[src/rtl/decoder_rr_arbiter_if.sv]
// Bundle between the 8 requesters and the round-robin arbiter that owns the shared select resource.
interface decoder_rr_arbiter_if;
    logic [7:0] req;
    logic [7:0] done;
    logic       gnt_valid;
    logic [2:0] gnt_idx;
    logic [7:0] gnt_onehot;
    logic       preempt;

    modport master (
        output req,
        output done,
        input  gnt_valid,
        input  gnt_idx,
        input  gnt_onehot,
        input  preempt
    );

    modport slave (
        input  req,
        input  done,
        output gnt_valid,
        output gnt_idx,
        output gnt_onehot,
        output preempt
    );
endinterface

[src/rtl/decoder_rr_arbiter.sv]
// Round-robin arbiter for 8 requesters with a bounded hold time; the registered grant index
// feeds a 3-to-8 decoder that produces the one-hot resource select.
module decoder_3to8 (
    input  logic [2:0] in,
    output logic [7:0] out
);
    assign out = 8'b1 << in;
endmodule

module decoder_rr_arbiter #(
    parameter int MAX_HOLD = 16,
    parameter int CNT_W    = 5
) (
    input  logic                 clk,
    input  logic                 rst,
    decoder_rr_arbiter_if.slave  bus
);

    typedef enum logic {
        IDLE  = 1'b0,
        GRANT = 1'b1
    } state_t;

    // Last hold cycle before a forced revoke; unused (and harmless) when MAX_HOLD is 0.
    localparam logic [CNT_W-1:0] HOLD_LAST = (MAX_HOLD == 0) ? '0 : CNT_W'(MAX_HOLD - 1);

    state_t           state_q;
    state_t           state_d;
    logic [2:0]       last_q;
    logic [2:0]       gnt_idx_q;
    logic [CNT_W-1:0] hold_cnt_q;
    logic             preempt_q;

    logic [2:0]       winner;
    logic [2:0]       scan;
    logic             found;
    logic             any_req;
    logic [7:0]       others;
    logic             rel_now;
    logic             preempt_now;
    logic [7:0]       dec_out;

    // Rotating priority: the requester right after the previous owner is looked at first,
    // so the previous owner itself comes last.
    always_comb begin
        // NOTE: every combinational output gets a default before any branch so no latch is inferred.
        winner = last_q;
        found  = 1'b0;
        scan   = last_q;
        for (int i = 1; i <= 8; i++) begin
            scan = last_q + 3'(i);
            if (!found && bus.req[scan]) begin
                winner = scan;
                found  = 1'b1;
            end
        end
    end

    assign any_req = |bus.req;
    assign others  = bus.req & ~(8'b1 << gnt_idx_q);

    // A release always wins over the hold limit, so a preempt pulse only marks a forced revoke.
    always_comb begin
        rel_now     = bus.done[gnt_idx_q] | ~bus.req[gnt_idx_q];
        preempt_now = (MAX_HOLD != 0) && (hold_cnt_q == HOLD_LAST) && (|others) && !rel_now;
    end

    // State register
    always_ff @(posedge clk) begin
        // NOTE: sequential state uses non-blocking assignments so all registers update together.
        if (rst) begin
            state_q <= IDLE;
        end else begin
            state_q <= state_d;
        end
    end

    // Next-state logic
    always_comb begin
        state_d = state_q;
        case (state_q)
            IDLE:    if (any_req)                state_d = GRANT;
            GRANT:   if (rel_now || preempt_now) state_d = IDLE;
            default:                             state_d = IDLE;
        endcase
    end

    always_ff @(posedge clk) begin
        if (rst) begin
            last_q     <= 3'd7;
            gnt_idx_q  <= 3'd0;
            hold_cnt_q <= '0;
            preempt_q  <= 1'b0;
        end else begin
            preempt_q <= (state_q == GRANT) && preempt_now;
            if (state_q == IDLE) begin
                if (any_req) begin
                    gnt_idx_q  <= winner;
                    last_q     <= winner;
                    hold_cnt_q <= '0;
                end
            end else if (!rel_now && !preempt_now && (hold_cnt_q != HOLD_LAST)) begin
                hold_cnt_q <= hold_cnt_q + 1'b1;
            end
        end
    end

    decoder_3to8 u_dec (
        .in  (gnt_idx_q),
        .out (dec_out)
    );

    // Output logic
    always_comb begin
        bus.gnt_valid  = (state_q == GRANT);
        bus.gnt_idx    = gnt_idx_q;
        bus.gnt_onehot = (state_q == GRANT) ? dec_out : 8'h00;
        bus.preempt    = preempt_q;
    end

endmodule

[src/flat_wrapper.sv]
// flat-port wrapper written by rule: the top's interface ports become plain ports
module decoder_rr_arbiter_flat 
#(
    parameter int MAX_HOLD = 16,
    parameter int CNT_W    = 5
)
  (clk, rst, bus_req, bus_done, bus_gnt_valid, bus_gnt_idx, bus_gnt_onehot, bus_preempt);
  decoder_rr_arbiter_if bus_i ();
  input  logic clk;
  input  logic rst;
  input wire logic [$bits(bus_i.req)-1:0] bus_req;
  input wire logic [$bits(bus_i.done)-1:0] bus_done;
  output wire logic [$bits(bus_i.gnt_valid)-1:0] bus_gnt_valid;
  output wire logic [$bits(bus_i.gnt_idx)-1:0] bus_gnt_idx;
  output wire logic [$bits(bus_i.gnt_onehot)-1:0] bus_gnt_onehot;
  output wire logic [$bits(bus_i.preempt)-1:0] bus_preempt;
  assign bus_i.req = bus_req;
  assign bus_i.done = bus_done;
  assign bus_gnt_valid = bus_i.gnt_valid;
  assign bus_gnt_idx = bus_i.gnt_idx;
  assign bus_gnt_onehot = bus_i.gnt_onehot;
  assign bus_preempt = bus_i.preempt;
  decoder_rr_arbiter #(.MAX_HOLD(MAX_HOLD), .CNT_W(CNT_W)) u_core (.clk(clk), .rst(rst), .bus(bus_i));
endmodule
[config.mk]
export PLATFORM = sky130hd
export DESIGN_NAME = decoder_rr_arbiter_flat
export DESIGN_NICKNAME = d
export VERILOG_FILES = /design/src/rtl/decoder_rr_arbiter_if.sv /design/src/rtl/decoder_rr_arbiter.sv /design/src/flat_wrapper.sv
export SDC_FILE = /design/constraint.sdc
export NUM_CORES = 1
export LEC_CHECK = 0
export CAP_MARGIN = 20
export CORE_MARGIN = 1
export CORE_UTILIZATION = 40
export CTS_BUF_LIST = sky130_fd_sc_hd__clkbuf_4 sky130_fd_sc_hd__clkbuf_8 sky130_fd_sc_hd__clkbuf_16
export DETAILED_ROUTE_END_ITERATION = 10
export GPL_TIMING_DRIVEN = 0
export PLACE_DENSITY_LB_ADDON = 0.08
export SLEW_MARGIN = 30
export SYNTH_ARGS = -nofsm -noshare
export SYNTH_HDL_FRONTEND = slang
export SYNTH_HIERARCHICAL = 1
export SYNTH_SLANG_ARGS = --single-unit
export TNS_END_PERCENT = 10
[constraint.sdc]
create_clock -name clk -period 3.3 [get_ports clk]
set_clock_uncertainty 0.05 [all_clocks]
set_input_delay 0.33 -clock clk [delete_from_list [all_inputs] [get_ports clk]]
set_output_delay 0.33 -clock clk [all_outputs]
set_load 0.01 [all_outputs]
==> results of run 1 <==
kinds of logic (layout without fill, tap and decap cells):
kind of cell | count (synthesis) | in the layout | synth area share
flip-flops | 13 | 13 | 0.128
adder cells (fa/ha/maj) | 4 | 4 | 0.0246
AND/OR/NAND/NOR | 77 | 77 | 0.225
AO/OA/AOI/OAI | 58 | 58 | 0.215
multiplexers | 40 | 40 | 0.285
XOR/XNOR | 6 | 6 | 0.0333
buffers and inverters | 36 | 76 | 0.0893
area by class of cell:
type | instances | share of cell area
Timing Repair Buffer | 36 | 0.136
Sequential cell | 13 | 0.103
Clock buffer | 4 | 0.0193
Multi-Input combinational cell | 185 | 0.635
Tap cell | 67 | 0.0332
Inverter | 13 | 0.0193
Buffer | 23 | 0.0549
cell usage after synthesis (2+ instances only):
master	instances
a21oi_2	2
mux4_2	8
nand3_1	9
buf_6	4
o21ai_1	2
ha_1	4
a211oi_1	2
a22oi_1	2
a31oi_1	4
and3b_2	3
a311o_1	2
mux2_2	6
o221ai_1	2
nand4_1	4
o2111ai_1	2
nor3_1	4
nor2_1	13
and3_1	2
nor2b_1	3
a21o_1	2
mux4_1	4
dfxtp_1	13
nor3b_1	3
o32ai_1	4
and2_1	11
nor3_4	2
xor2_2	2
mux2i_1	21
a21oi_1	10
o21ai_0	8
a221o_1	2
inv_1	12
nand2_1	13
clkbuf_1	7
xor2_1	3
buf_2	10
layer usage:
metal | track usage | vias up | routed length (um)
met5 | 0 | - | 0
met4 | 0.0305 | 0 | 29
met3 | 0.0247 | 5 | 411
met2 | 0.319 | 74 | 2460
met1 | 0.338 | 976 | 2660
li1 | - | 980 | -
worst max-delay path, delay by kind of cell (launching register included):
kind                     cells  cell delay, ns
AO/OA/AOI/OAI                2            0.31
adder cells (fa/ha/maj)      1            0.30
buffers and inverters        5            0.67
flip-flops                   1            0.36
multiplexers                 2            0.89
AND/OR/NAND/NOR              3            0.54
power groups by stage:
stage,registers [uW],clock network [uW],logic (uW)
after floorplan,253,0,1280
after global placement,269,0,1640
after detailed placement,269,0,1640
after CTS,266,151,1640
after global routing,275,158,1900
final,263,147,1770
registers in the layout, summed over array words and instances (netlist names):
| name | cells |
|---|---|
| u_core/bus.gnt_valid | 1 |
| u_core/bus.preempt | 1 |
| u_core/last_q | 3 |
| u_core/hold_cnt_q | 5 |
| u_core/bus.gnt_idx | 3 |
placed cells by master, fill, tap and decap left out, drive strengths merged, types with 3 or more instances in the layout:
| cell type | instances |
|---|---|
| dfxtp | 13 |
| inv | 13 |
| xor2 | 5 |
| nand4 | 4 |
| and3b | 4 |
| nor3b | 4 |
| and2 | 11 |
| nor2b | 3 |
| o221ai | 3 |
| buf | 22 |
| o32ai | 4 |
| mux2i | 21 |
| nor2 | 13 |
| ha | 4 |
| nor3 | 6 |
| a21oi | 12 |
| clkbuf | 12 |
| nand2 | 13 |
| mux4 | 12 |
| and3 | 3 |
| nand3 | 9 |
| a31oi | 4 |
| o21ai | 10 |
| mux2 | 7 |
| clkdlybuf4s50 | 29 |
how the worst max path moves through the flow:
stage / from / slack, ns / endpoint / cells past startpoint
2_1_floorplan: u_core/last_q[0]$_SDFFE_PP1P_ / 0.31 / u_core/last_q[1]$_SDFFE_PP1P_ / 12
3_3_place_gp: u_core/last_q[0]$_SDFFE_PP1P_ / -0.003 / u_core/last_q[1]$_SDFFE_PP1P_ / 12
3_5_place_dp: u_core/last_q[0]$_SDFFE_PP1P_ / -0.001 / u_core/last_q[1]$_SDFFE_PP1P_ / 12
4_1_cts: u_core/last_q[0]$_SDFFE_PP1P_ / 0.04 / u_core/last_q[2]$_SDFFE_PP1P_ / 12
5_1_grt: u_core/last_q[0]$_SDFFE_PP1P_ / -0.02 / u_core/bus.gnt_idx[1]$_SDFFE_PP0P_ / 13
6_report: u_core/last_q[0]$_SDFFE_PP1P_ / 0.1 / u_core/bus.gnt_idx[2]$_SDFFE_PP0P_ / 13
per-stage QoR:
step / setup TNS, ns / area [um^2] / power [uW] / utilization / setup slack, ns
6_report: 0 / 2530 / 2180 / 0.525 / 0.0986
4_1_cts: 0 / 2450 / 2060 / 0.509 / 0.0365
3_5_place_dp: -0.00146 / 2400 / 1900 / 0.499 / -0.00146
3_3_place_gp: -0.00270 / 2400 / 1910 / 0.499 / -0.00270
5_1_grt: -0.0274 / 2530 / 2330 / 0.525 / -0.0219
2_1_floorplan: 0 / 2030 / 1530 / - / 0.307
what timing repair did:
| action | in CTS | in global routing |
|---|---|---|
| resized for setup | 0 | 5 |
| setup endpoints to repair | 1 | 6 |
| pin swaps | 1 | 4 |
| gates cloned | 0 | 0 |
| setup buffers | 0 | 7 |
==> results.md, run 1 <==
* Ys Warns at 6
* Max IR drop VDD at 0.476 mV
* Worst-path cell chain: buf_6 > buf_8 > inv_2 > ha_1 > buf_6 > mux2_2 > mux4_2 > or2_4 > nor3_4 > buf_4 > a32o_2 > nor2_1 > a21oi_1
* CTS Sinks at 13
* Sw frac at 0.492
* Worst Tran Pin Value at 0.645 ns
* Clk slew on worst S/H paths at 0.05 ns
* Register area at 260 um^2
* Syn Nets at 256
* Synth-to-layout area growth at 24.5%
* Synth area leaders: dfxtp_1 (13%), mux2i_1 (10%), mux4_2 (8.9%)
* Routed wire length at 5560 um
* CTS tree: done
* Vias at 2035
* # rows at 25
* WL per Instance at 16.3 um
* Synth area leader: dfxtp_1
* Area of the multi-input gates at 1610 um^2
* F_max at 0.312 GHz
* Leak at 0.000996 uW
* DP HPWL at 4160 um
* Worst Hold Path Cells at 2
* Switching power at 1070 uW
* Gr ovfl total at 0
* Max incr delay on CP at 0.52 ns
* Crit Path Class: flop to flop
* Sequential share of power at 0.121
* Netlist Area Pre-Place at 2030 um^2
* WHS at 0.396 ns
* Most used cell, CP: buf_6
* Number of global-route vias before repair at 1772
* Die Y at 73.3 um
* Reg2reg setup slack at 0.1 ns
* Non-filler cells in the finished layout at 341
* DRC violations left at 0
* DR iter-0 viols at 97
* Count of input and output buffers at 29
* Combinational power share at 0.812
* Crit share post-route at 0.970
* Hold_buf cts at 0
* Register area share after synthesis at 0.128
* Worst Hold Path EP: u_core/hold_cnt_q[0]$_SDFFE_PP0P_
* Clk root buf: clkbuf_8
* Worst setup SP type: flop
* Layout Nets at 297
* FFs w/ async S/R, synth at 0
* Antenna Cells at 0
* CP endpoint kind: flop
* Mapped Cells at 234
* Initial antenna violation count at 0
* Die width at 73.3 um
* Final setup fails at 0
* Die area at 5370 um^2
* H-tree depth at 1
* Io pins at 31
* FF-to-FF Start: u_core/last_q[0]$_SDFFE_PP1P_
* Slew Viols, Final at 0
* Most used flip-flop cell after synthesis: dfxtp_1
* Fill count at 499
* Clk_lat worst skew at 0.24 ns
* Synth Area per Inst at 8.68 um^2
* CP Max Fanout at 10
* FF-to-FF path depth at 13
* Slowest-stage cell, CP: mux4_2
* Placed cells at 330
* Pin count of the biggest net entering global routing at 15
* Core footprint at 4820 um^2
* Internal power at 1110 uW
* Final hold vios at 0
* Clock power frac at 0.068
* Num CTS Buffers at 3
* Routed Antenna Nets at 0
* Yosys reg bits at 13
* Post-synth EDFFs at 0
* Max-Cap Viols at 0
* Cell Pwr Density at 861 nW/um^2
* Worst EP required at 3.42 ns
* Share of layout cells above drive strength 1 at 0.219
* Final GP Congestion at 0.835
* Relative slew slack at 0.564
* Buffer depth of the longest clock path at 2
* Status: completed
* Synth cell types at 65
* Hold Startpoint: rst
* First-pass GRT wire length at 9000 um
* Synth top area share at 0.128
* Hold Path Class: input pin to flop
* Minimum clock period at 3.20 ns
* Via density at 5.97
* Router iterations before antenna repair at 4
* Gr usage total at 0.215
* Initial Util at 0.422
* Worst EP arrival at 3.32 ns
* Worst R2R End: u_core/bus.gnt_idx[2]$_SDFFE_PP0P_
(Power assumes the default switching activity.)
==> inputs of run 2 (changes only) <==
--- a/config.mk
+++ b/config.mk
@@ -7,7 +7,7 @@
 export LEC_CHECK = 0
 export CAP_MARGIN = 20
 export CORE_MARGIN = 1
-export CORE_UTILIZATION = 40
+export CORE_UTILIZATION = 45
 export CTS_BUF_LIST = sky130_fd_sc_hd__clkbuf_4 sky130_fd_sc_hd__clkbuf_8 sky130_fd_sc_hd__clkbuf_16
 export DETAILED_ROUTE_END_ITERATION = 10
 export GPL_TIMING_DRIVEN = 0
@@ -15,6 +15,5 @@
 export SLEW_MARGIN = 30
 export SYNTH_ARGS = -nofsm -noshare
 export SYNTH_HDL_FRONTEND = slang
-export SYNTH_HIERARCHICAL = 1
 export SYNTH_SLANG_ARGS = --single-unit
 export TNS_END_PERCENT = 10
==> run 2 against run 1 <==
  * Register-to-register slack better by 0.07 ns
  * Core utilization is 6.6 points higher
  * Combinational power decreased by 21%
  * Area after synthesis fell by 14%
  * Largest cell class unchanged
  * Highest routed layer unchanged
==> results.md, run 2 <==
* Commonest non-fill, non-tap cell in the layout: clkdlybuf4s50_1
* Clk slew on worst S/H paths at 0.06 ns (about the same)
* First-pass GRT wire length at 7860 um (-13%)
* Via density at 6.08 (+1.9%)
* Post-synth top cells: nor2_1 (19), nand2_1 (18), clkbuf_1 (16), mux4_2 (16), dfxtp_1 (13)
* Clk root buf: clkbuf_8
* Leak at 0.000776 uW (-22%)
* Register area at 263 um^2 (+0.96%)
* Router iterations before antenna repair at 4 (unchanged)
* Final GP Congestion at 0.831 (-0.53%)
* Max FFs per register at 5 (unchanged)
* Cell Pwr Density at 817 nW/um^2 (-5.1%)
* Max-Cap Viols at 0 (unchanged)
* Hold Path Class: flop to flop
* Final Util at 0.591 (+0.0660)
* CTS tree: done
* Routed wire length at 4750 um (-15%)
* Synth area leaders: mux4_2 (21%), dfxtp_1 (15%), nor2_1 (4.1%)
* Synth-to-layout area growth at 24.9%
* Netlist Area Pre-Place at 1750 um^2 (-14%)
* Setup_tns at 0 ns (unchanged)
* Crit share post-route at 0.949 (-0.0210)
* Post-synth EDFFs at 0 (unchanged)
* Biggest register: u_core.hold_cnt_q
* FF-to-FF Start: u_core.last_q[0]$_SDFFE_PP1P_
* Worst setup SP type: flop
* CP Max Fanout at 6 (-4)
* Slowest-stage cell, CP: mux4_2
* H-tree depth at 1 (unchanged)
* Worst EP arrival at 3.26 ns (-0.06 ns)
* Area of the multi-input gates at 1360 um^2 (-15%)
* Num CTS Buffers at 3 (unchanged)
* Max incr delay on CP at 0.52 ns (about the same)
* Hold_buf cts at 0 (unchanged)
* Io pins at 31 (unchanged)
* Routed Antenna Nets at 0 (unchanged)
* Pin count of the biggest net entering global routing at 11 (-4)
* Initial antenna violation count at 0 (unchanged)
* Synth area leader: mux4_2
* Core footprint at 3690 um^2 (-23%)
* Post-CTS Setup Bufs at 0 (unchanged)
* Die Y at 64.3 um (-12%)
* CTS Sinks at 13 (unchanged)
* Gr ovfl total at 0 (unchanged)
* Kind of cell adding the most delay to the critical path: multiplexers
* Synth top area share at 0.206 (+0.0783)
* Synth cell types at 53 (-18%)
* DRC violations left at 0 (unchanged)
* Final hold vios at 0 (unchanged)
* Minimum clock period at 3.13 ns (-0.0693 ns)
* Die area at 4130 um^2 (-23%)
* FFs w/ async S/R, synth at 0 (unchanged)
* Most common cell in the netlist: nor2_1
* CP endpoint kind: flop
* Share of layout cells above drive strength 1 at 0.175 (-0.0440)
* Fill count at 366 (-27%)
* Max IR drop VDD at 0.423 mV (-11%)
* Hold Startpoint: u_core.hold_cnt_q[1]$_SDFFE_PP0P_
* Vias at 1751 (-14%)
* Number of global-route vias before repair at 1669 (-5.8%)
* F_max at 0.319 GHz (+2.2%)
* Die width at 64.3 um (-12%)
* Crit Path Class: flop to flop
* Mapped Cells at 207 (-12%)
* Worst Tran Pin Value at 0.563 ns (-0.0822 ns)
* DR iter-0 viols at 91 (-6.2%)
* Crit path buf inv count at 2 (-3)
* # rows at 22 (-12%)
* Layout Nets at 263 (-11%)
* Most used flip-flop cell after synthesis: dfxtp_1
* Antenna Cells at 0 (unchanged)
* Initial Util at 0.473 (+0.0516)
* Buffer depth of the longest clock path at 2 (unchanged)
* Most frequent cells in the layout: clkdlybuf4s50_1 (30), nand2_1 (18), nor2_1 (18)
* Syn Nets at 229 (-11%)
* Worst-path cell chain: clkinv_2 > ha_1 > buf_6 > mux2_1 > mux4_2 > or2_4 > o41a_1 > o221ai_2 > o211ai_2 > o21ai_1
* Slew Viols, Final at 0 (unchanged)
* WL per Instance at 16.5 um (+1.1%)
* Count of input and output buffers at 30 (+3.4%)
* Final setup fails at 0 (unchanged)
* Yosys reg bits at 13 (unchanged)
* Gr usage total at 0.240 (+0.0250)
* Relative slew slack at 0.622 (+0.0576)
* Status: completed
* Ys Warns at 0 (-6)
* Register area share after synthesis at 0.149 (+0.0209)
* RSZ-0062 raised after global routing: no
* Worst setup path start: u_core.last_q[0]$_SDFFE_PP1P_
* Worst EP required at 3.43 ns (about the same)
* Clk_lat worst skew at 0.25 ns (about the same)
* DP HPWL at 3490 um (-16%)
* Synth Area per Inst at 8.43 um^2 (-2.8%)
run 2: cells by family after synthesis:
logic type      count (synthesis)  share of synthesized area
mux                            30                      0.303
xor+xnor                        7                     0.0351
fa+ha+maj                       4                     0.0287
flops                          13                      0.149
compound gates                 49                      0.202
simple gates                   71                      0.204
buf+inv                        33                     0.0781
run 2: power by group:
group / leakage (uW) / switching, uW / internal, uW
clock network: 0.0000255 / 62.0 / 83.5
logic: 0.000645 / 740 / 665
registers: 0.000106 / 40.5 / 190
total: 0.000776 / 842 / 939
run 2: through the flow:
stage          worst slack [ns]  hold WS, ns  power [uW]  std cells  instance area (um^2)
4_1_cts                  0.0131        0.463        1740        289                  2160
5_1_grt                  0.0232        0.517        1920        288                  2180
3_3_place_gp             -0.343        0.453        1560        285                  2110
2_1_floorplan             0.173        0.412        1280        207                  1750
6_report                  0.168        0.467        1780        288                  2180
3_5_place_dp             -0.376        0.457        1570        285                  2110
run 2: path summary, 6_finish.rpt:
kind / end / slack (ns) / cells after the start
worst max-delay path: u_core.last_q[1]$_SDFFE_PP1P_ / 0.17 / 10
worst min-delay path: u_core.hold_cnt_q[1]$_SDFFE_PP0P_ / 0.47 / 2
worst max register to register: u_core.last_q[1]$_SDFFE_PP1P_ / 0.17 / 10
worst min register to register: u_core.hold_cnt_q[1]$_SDFFE_PP0P_ / 0.47 / 2
run 2: what timing repair did:
action | 4_1_cts | 5_1_grt
cloned | 0 | 0
endpoints found under the hold margin | 0 | 0
pin swaps | 0 | 2
resized for setup | 5 | 10
endpoints found under the setup margin | 6 | 6
run 2: area by class of cell:
type | count | share of cell area
multi-input cells | 161 | 0.625
repair buffers | 30 | 0.138
flip-flops and latches | 13 | 0.121
plain buffers | 20 | 0.0471
well taps | 48 | 0.0276
inverters | 12 | 0.0212
clock buffers | 3 | 0.0189
clock inverters | 1 | 0.00230
run 2: routing by layer:
metal | wire length (um) | share of wire | vias to the layer above | global-route usage
met1 | 2240 | 0.47 | 843 | 0.318
met4 | 20 | 0.0042 | 0 | 0.0250
met5 | 0 | 0 | - | 0
met3 | 219 | 0.046 | 3 | 0.0268
li1 | - | - | 852 | -
met2 | 2270 | 0.48 | 53 | 0.430
run 2: worst min-delay path, stage by stage (launching register included):
cell and delay [ns]:
dfxtp_1 0.33, nand3b_1 0.08, a21oi_1 0.06
==> inputs of run 3 (changes only) <==
--- a/config.mk
+++ b/config.mk
@@ -9,6 +9,7 @@
 export CORE_MARGIN = 1
 export CORE_UTILIZATION = 45
 export CTS_BUF_LIST = sky130_fd_sc_hd__clkbuf_4 sky130_fd_sc_hd__clkbuf_8 sky130_fd_sc_hd__clkbuf_16
+export CTS_CLUSTER_DIAMETER = 40
 export DETAILED_ROUTE_END_ITERATION = 10
 export GPL_TIMING_DRIVEN = 0
 export PLACE_DENSITY_LB_ADDON = 0.08
==> results of run 3 <==
Same layout as run 2: the final DEF is identical, and so are final timing and power.
